## src/rtl/regfile_multiply_unit.sv

```systemverilog
// -----------------------------------------------------------------------------
// regfile_multiply_unit
//
// Iterative shift-add multiplier placed behind the RegisterFile read ports.
// It latches a multiplicand and a multiplier and runs one add/shift step per
// clock for WIDTH clocks. It then produces a one-cycle write-back into the
// RegisterFile write port:
//   - HighHalf=0 returns the low half of the product (MUL).
//   - HighHalf=1 returns the high half of the product (UMULH, unsigned).
// X31 is the zero register, so a write-back to it is never enabled.
//
// Ports
//   Clk       in   1      clock, rising edge
//   Reset     in   1      asynchronous active-high reset
//   Start     in   1      operation request, sampled only while idle
//   BusA      in   WIDTH  multiplicand
//   BusB      in   WIDTH  multiplier
//   Rd        in   AW     destination register, latched with Start
//   HighHalf  in   1      result half select, latched with Start
//   Busy      out  1      high while running and during write-back
//   Done      out  1      one-cycle pulse during write-back
//   RW        out  AW     write-back register address
//   BusW      out  WIDTH  write-back data
//   RegWr     out  1      write enable, suppressed for X31
// -----------------------------------------------------------------------------
module regfile_multiply_unit #(
    parameter int WIDTH = 64,
    parameter int AW    = 5,
    parameter int CNTW  = 7
) (
    input  logic             Clk,
    input  logic             Reset,
    input  logic             Start,
    input  logic [WIDTH-1:0] BusA,
    input  logic [WIDTH-1:0] BusB,
    input  logic [AW-1:0]    Rd,
    input  logic             HighHalf,
    output logic             Busy,
    output logic             Done,
    output logic [AW-1:0]    RW,
    output logic [WIDTH-1:0] BusW,
    output logic             RegWr
);

    typedef enum logic [1:0] {
        S_IDLE = 2'd0,
        S_RUN  = 2'd1,
        S_WB   = 2'd2
    } state_t;

    localparam logic [AW-1:0]   ZERO_REG = {AW{1'b1}};
    localparam logic [CNTW-1:0] LAST_CNT = CNTW'(WIDTH - 1);

    state_t           r_state;
    state_t           w_next_state;

    logic [WIDTH-1:0] r_a;
    logic [WIDTH:0]   r_hi;      // one extra bit keeps the adder carry
    logic [WIDTH-1:0] r_lo;      // multiplier, shifted out as product low half
    logic [CNTW-1:0]  r_cnt;
    logic [AW-1:0]    r_rd;
    logic             r_hh;

    logic             r_busy;
    logic             r_done;
    logic             r_regwr;
    logic [AW-1:0]    r_rw;
    logic [WIDTH-1:0] r_busw;

    logic             w_last;
    logic [WIDTH:0]   w_sum;
    logic [WIDTH:0]   w_hi_next;
    logic [WIDTH-1:0] w_lo_next;

    assign w_last = (r_cnt == LAST_CNT);

    // One add/shift step of the multiplier.
    // The add cannot overflow WIDTH+1 bits because r_hi < 2^WIDTH after every shift.
    always_comb begin
        w_sum     = r_hi;
        w_hi_next = '0;
        w_lo_next = '0;
        if (r_lo[0]) begin
            w_sum = r_hi + {1'b0, r_a};
        end else begin
            w_sum = r_hi;
        end
        w_hi_next = w_sum >> 1;
        w_lo_next = {w_sum[0], r_lo[WIDTH-1:1]};
    end

    // Next-state logic for the IDLE -> RUN -> WB -> IDLE sequence.
    always_comb begin
        w_next_state = r_state;
        case (r_state)
            S_IDLE: begin
                if (Start) begin
                    w_next_state = S_RUN;
                end else begin
                    w_next_state = S_IDLE;
                end
            end
            S_RUN: begin
                if (w_last) begin
                    w_next_state = S_WB;
                end else begin
                    w_next_state = S_RUN;
                end
            end
            S_WB:    w_next_state = S_IDLE;
            default: w_next_state = S_IDLE;
        endcase
    end

    // State register.
    always_ff @(posedge Clk or posedge Reset) begin
        if (Reset) begin
            r_state <= S_IDLE;
        end else begin
            r_state <= w_next_state;
        end
    end

    // Operand capture, iteration datapath and result register.
    always_ff @(posedge Clk or posedge Reset) begin
        if (Reset) begin
            r_a    <= '0;
            r_hi   <= '0;
            r_lo   <= '0;
            r_cnt  <= '0;
            r_rd   <= '0;
            r_hh   <= 1'b0;
            r_rw   <= '0;
            r_busw <= '0;
        end else begin
            case (r_state)
                S_IDLE: begin
                    if (Start) begin
                        r_a   <= BusA;
                        r_lo  <= BusB;
                        r_hi  <= '0;
                        r_cnt <= '0;
                        r_rd  <= Rd;
                        r_hh  <= HighHalf;
                    end
                end
                S_RUN: begin
                    r_hi  <= w_hi_next;
                    r_lo  <= w_lo_next;
                    r_cnt <= r_cnt + CNTW'(1);
                    // Capture the result from this edge's update so it is visible with Done.
                    if (w_last) begin
                        r_rw   <= r_rd;
                        r_busw <= r_hh ? w_hi_next[WIDTH-1:0] : w_lo_next;
                    end
                end
                S_WB: begin
                    r_cnt <= r_cnt;
                end
                default: begin
                    r_cnt <= '0;
                end
            endcase
        end
    end

    // Status outputs are registered from the next state so they align with it.
    always_ff @(posedge Clk or posedge Reset) begin
        if (Reset) begin
            r_busy  <= 1'b0;
            r_done  <= 1'b0;
            r_regwr <= 1'b0;
        end else begin
            r_busy  <= (w_next_state != S_IDLE);
            r_done  <= (w_next_state == S_WB);
            r_regwr <= (w_next_state == S_WB) && (r_rd != ZERO_REG);
        end
    end

    assign Busy  = r_busy;
    assign Done  = r_done;
    assign RegWr = r_regwr;
    assign RW    = r_rw;
    assign BusW  = r_busw;

endmodule
```

## config.mk

```make
export PLATFORM = sky130hd
export DESIGN_NAME = regfile_multiply_unit
export DESIGN_NICKNAME = d
export VERILOG_FILES = /design/src/rtl/regfile_multiply_unit.sv
export SDC_FILE = /design/constraint.sdc
export NUM_CORES = 1
export LEC_CHECK = 0
export ABC_AREA = 1
export CORE_MARGIN = 1
export CORE_UTILIZATION = 55
export DETAILED_ROUTE_END_ITERATION = 6
export MAX_ROUTING_LAYER = met4
export PLACE_DENSITY = 0.89
export SYNTH_ARGS = -nofsm -noshare
export SYNTH_HDL_FRONTEND = slang
export SYNTH_SLANG_ARGS = --single-unit
```

## constraint.sdc

```tcl
create_clock -name Clk -period 20.1 [get_ports Clk]
set_input_delay 4.02 -clock Clk [delete_from_list [all_inputs] [get_ports Clk]]
set_output_delay 4.02 -clock Clk [all_outputs]
set_load 0.05 [all_outputs]
```

[After elaboration in Yosys (flattened, before gate mapping)]
Index checks and enable logic that the tools add are counted.
Word-level totals
  register bits: 280
  input bits: 137
  output and inout bits: 72
  word-level logic and storage cells: 40
Cells by class
  add/sub/neg operators: 2
  equal/unequal tests: 6
  muxes and demuxes: 11
  bitwise operators: 1
  reduce and logical (&&, ||, !) cells: 8
Operators by type and width (count)
  $mux 65: 2
  $pmux 65 s2: 1
  $mux 64: 2
  $pmux 64 s2: 1
  $add 65x64->65: 1
  $pmux 7 s3: 1
  $reduce_and 2->1: 4
  $add 7x1->7 const B: 1
  $eq 7x6->1 const B: 1
  $mux 7: 1
  $ne 5x5->1 const B: 1
  $eq 2x2->1 const B: 2
  $pmux 2 s2: 1
  $reduce_bool 2->1: 2
  $eq 2x1->1 const B: 1
  $logic_not 2->1: 1
  $mux 2: 1
  $ne 2x2->1 const B: 1
  $logic_and 1x1->1: 1
  $mux 1: 1
  $not 1->1: 1

[Depth between registers and ports, before layout]
  depth after elaboration: 5
  gate-level depth with buffers: 18
  depth with buffers taken out: 18

[Worst setup path before layout]
Ideal clock, no wire load.
  kind: input -> register
  start: input port Start
  end: register r_a[10]
  library setup time: 0.117 ns
  arrival: 5.035 ns
  data required time: 19.983 ns
  setup slack: 14.948 ns
  stages on the path: 9
  buffers on the path: 2
  path through: inv_1 -> nor2_1 -> inv_2 -> nor2_1 -> inv_2 -> clkbuf_1 -> clkbuf_1 -> nand2_1 -> nand2_1
On the way
  cells in the longest elaborated chain, start to end: 1
RTL lines
  start: declaration: line 33  | input logic Start,
  $reduce_and 2->1 (no line)
  end signal: assignment: line 139  | r_a <= BusA;
  end: declaration: line 57  | logic [WIDTH-1:0] r_a;
No other way between the ends.
A chain may end at the register's enable or synchronous reset.

[Worst setup path after layout]
  start: input port Start
  end: register r_a[32]
Same word-level chain as after synthesis.

==> flow_summary_export.csv <==
group,metric,value,unit
sta,final.setup_skew,0.0156,ns
final_layout,flow.area_growth_from_synthesis,17.9,%
yosys,yosys.cell_types.count,48,
clock_network,cts_root_buf,"clkbuf_16",
sta,setup_repair_after_global_routing_missed_its_margin,"no",
critical_path,endpoint_of_the_lowest_slack_register_to_register_path,"r_a[32]",
critical_path,timing.critical_path.from_type,"primary input",
power_and_ir_drop,power_leakage,12.0,nW
grt,grt_max_degree,124,
final_layout,final_net_count,3112,
yosys,synth_cells,2757,
clock_network,clock_buffer_count_from_cts,29,
critical_path,rrSetupSlack,16.71,ns
grt,number_of_antenna_violations_at_the_first_check_in_global_routing,1,
grt,grt_first_pass_wirelength,93200,um
floorplanning,chipHeight,185,um
drt,drt-pass1-iter-count,6,
min_path,min_path_type,"reg2reg",
critical_path,worst_r2r_path_depth,7,
power_and_ir_drop,swShare,45.1,%
final_layout,finalNonFillerCells,3375,
final_layout,layout.area.seq,6980,um2
yosys,synth.ff_latch_count,279,
critical_path,crit_path_end,"r_a[32]",
yosys,post_synth_most_frequent_cells,"nand2_1 (1186), inv_1 (438), dfrtp_1 (279)",
sta,setup-violations-final,0,
power_and_ir_drop,total_switching_power,1.16,mW
power_and_ir_drop,internal_power,1.42,mW
sta,finalCritPeriodShare,34.2,%
final_layout,multiInputGateArea,9240,um2
power_and_ir_drop,clkPwrFrac,23.2,%
sta,postLayoutSetupSlackWorst,13.23,ns
sta,totalNegativeSetupSlack,0,ns
yosys,synth_async_sr_flop_share,100,%
floorplanning,dieWidth,185,um
status,status,"complete, no violations",
sta,min_period,6.87,ns
yosys,number_of_enable_flip_flop_cells_after_synthesis,0,
yosys,synth_flop_cell,"dfrtp_1",
sta,report.final.slew_viol_count,0,
clock_network,cts_tree,"yes",
yosys,synth.cell_area,18400,um2
yosys,avgSynthCellArea,6.67,um2
drt,postRouteAntennaNets,0,
clock_network,clock_sinks,279,
floorplanning,floorplan.core_area,32700,um2
placement,final_wtd_congestion,1.03,
drt,drt_total_wl,60200,um
sta,hold_viol,0,
floorplanning,io_pins,209,
sta,maxSlewHeadroom,18.7,%
drt,routed_via_density,5.49,
power_and_ir_drop,power_density,119,nW/um2
sta,fmaxAchievable,145,MHz
placement,io_buffer_count,208,
clock_network,insertion_delay,0.59,ns
placement,post-dp-hpwl,44500,um
power_and_ir_drop,seq_power_share,30.7,%
clock_network,cts-resized-gates,0,
drt,detail_route.wl_per_cell,17.8,um
power_and_ir_drop,post_route_total_power,2.58,mW
drt,drt_iter0_drc,2031,
critical_path,critPathLaunch,"Start",
sta,worstMarginPinSlew,1.22,ns
yosys,synth.yosys.seq_area_share,38.0,%
yosys,synth.largest_area_cell,"dfrtp_1",
grt,grt_overflow_total,0,
placement,place_inst,3320,
final_layout,final_area,21700,um2
job,drv_cap,0,
critical_path,worst-endpoint-arrival,7.34,ns
clock_network,clock_input_transition_at_the_sequential_cells_of_the_worst_setup_and_hold_paths,0.06,ns
yosys,synthMostInstantiatedCell,"nand2_1",
floorplanning,die-area,34200,um2
clock_network,post-cts-setup-buffers,0,
critical_path,critical_path_capture_point_type,"flip-flop",
drt,vias,18535,
sta,hold_slack,0.481,ns
power_and_ir_drop,share_of_total_power_in_combinational_logic,46.2,%
clock_network,cts.hold.buffers_added,0,
floorplanning,placementRows,66,
critical_path,cp.required,20.57,ns
grt,grtUsageTotal,36.3,%
critical_path,worst-path-max-fanout,75,
yosys,synth-warning-count,0,
final_layout,layout-drive-gt1-share,5.12,%
clock_network,clock_tree.htree_level_count,1,
clock_network,clockBufferDepth,3,
yosys,mappedNetlistNets,2960,
drt,route.detailed.drc,0,
final_layout,fillCellCount,2827,
placement,placement.setup.worst_slack,12.67,ns
critical_path,worstSetupPathType,"in2reg",
yosys,synth_area_leaders,"dfrtp_1 (38%), nand2_1 (24%), inv_1 (8.9%)",
yosys,post-synth-top-area-fraction,38.0,%
placement,detailed_place.area,20600,um2
power_and_ir_drop,ir_worst_vdd,73.6,uV
final_layout,fin_util,66.3,%
critical_path,critical_path.reg2reg.startpoint,"r_state[1]",
grt,vias_in_the_first_global_route,17352,
floorplanning,initial_utilization,56.2,%
critical path, cell delays in order:
cell	delay (ns)
clkdlybuf4s50_1	0.46
inv_1	0.05
nor2_1	0.28
inv_2	0.50
nor2_4	0.20
buf_4	0.72
inv_2	0.72
nand2_1	0.23
nand2_1	0.09
cells in the final DEF, fill, tap and decap left out, types with 9 or more instances in the layout:
cell type,synthesis,final
inv_2,9,9
nand3_1,99,99
clkinv_2,0,9
a21oi_1,96,96
o21ai_0,59,59
o21ai_1,24,24
clkbuf_16,0,29
nor3_1,75,75
o22ai_1,13,13
dfrtp_1,279,278
nor2_1,109,107
ha_1,65,65
a221oi_1,63,63
nor2_2,22,21
xor2_1,14,14
xnor2_1,14,14
nand2_2,26,26
nand2_1,1186,1185
inv_1,438,437
nand3_2,15,15
a22o_1,14,14
buf_4,2,11
clkdlybuf4s50_1,0,208
registers in the layout (all words and copies together) (netlist names), 2 cells and up:
register / flops
BusW: 64
r_a: 64
r_hi: 64
r_lo: 64
r_cnt: 7
RW: 5
r_rd: 5
r_state: 2
power groups by stage:
stage / sequential (mW) / clock, mW / combinational (mW)
6_report: 0.790 / 0.597 / 1.19
5_1_grt: 0.794 / 0.620 / 1.31
3_3_place_gp: 0.784 / 0 / 1.11
3_5_place_dp: 0.788 / 0 / 1.14
4_1_cts: 0.780 / 0.598 / 1.16
2_1_floorplan: 0.743 / 0 / 0.811
layer usage:
metal  vias up  global-route usage, %  part of all wire (%)
li1       8852                      -                     -
met1      8632                   51.2                    43
met2       941                   53.8                    43
met3       110                   6.33                    11
met4         0                   9.88                   2.8
met5         -                      -                     0
final cells by class:
cell class | count | area share, %
clock buffers | 35 | 3.54
flip-flops and latches | 279 | 32.2
inverters | 451 | 7.84
clock inverters | 19 | 1.25
multi-input cells | 1929 | 42.6
repair buffers | 219 | 9.98
well taps | 442 | 2.55
diodes | 1 | 0.0115
worst min path at each step:
stage             start       end  cells after the start
2_1_floorplan    r_a[0]    r_a[0]                      2
3_3_place_gp     r_a[0]    r_a[0]                      2
3_5_place_dp   BusW[38]  BusW[38]                      2
4_1_cts          r_a[6]    r_a[6]                      2
5_1_grt        BusW[48]  BusW[48]                      2
6_report         r_a[6]    r_a[6]                      2
cells by family (layout without fill, tap and decap cells):
| logic type | after synthesis | count (layout) | synth area share [%] |
|---|---|---|---|
| simple gates | 1546 | 1546 | 34.3 |
| buf+inv | 549 | 724 | 12.0 |
| compound gates | 288 | 288 | 9.86 |
| flops | 279 | 279 | 38.0 |
| fa+ha+maj | 66 | 66 | 4.53 |
| xor+xnor | 28 | 28 | 1.33 |
| mux | 1 | 1 | 0.0544 |
| other cells | 0 | 1 | 0 |
(Power assumes the default switching activity.)
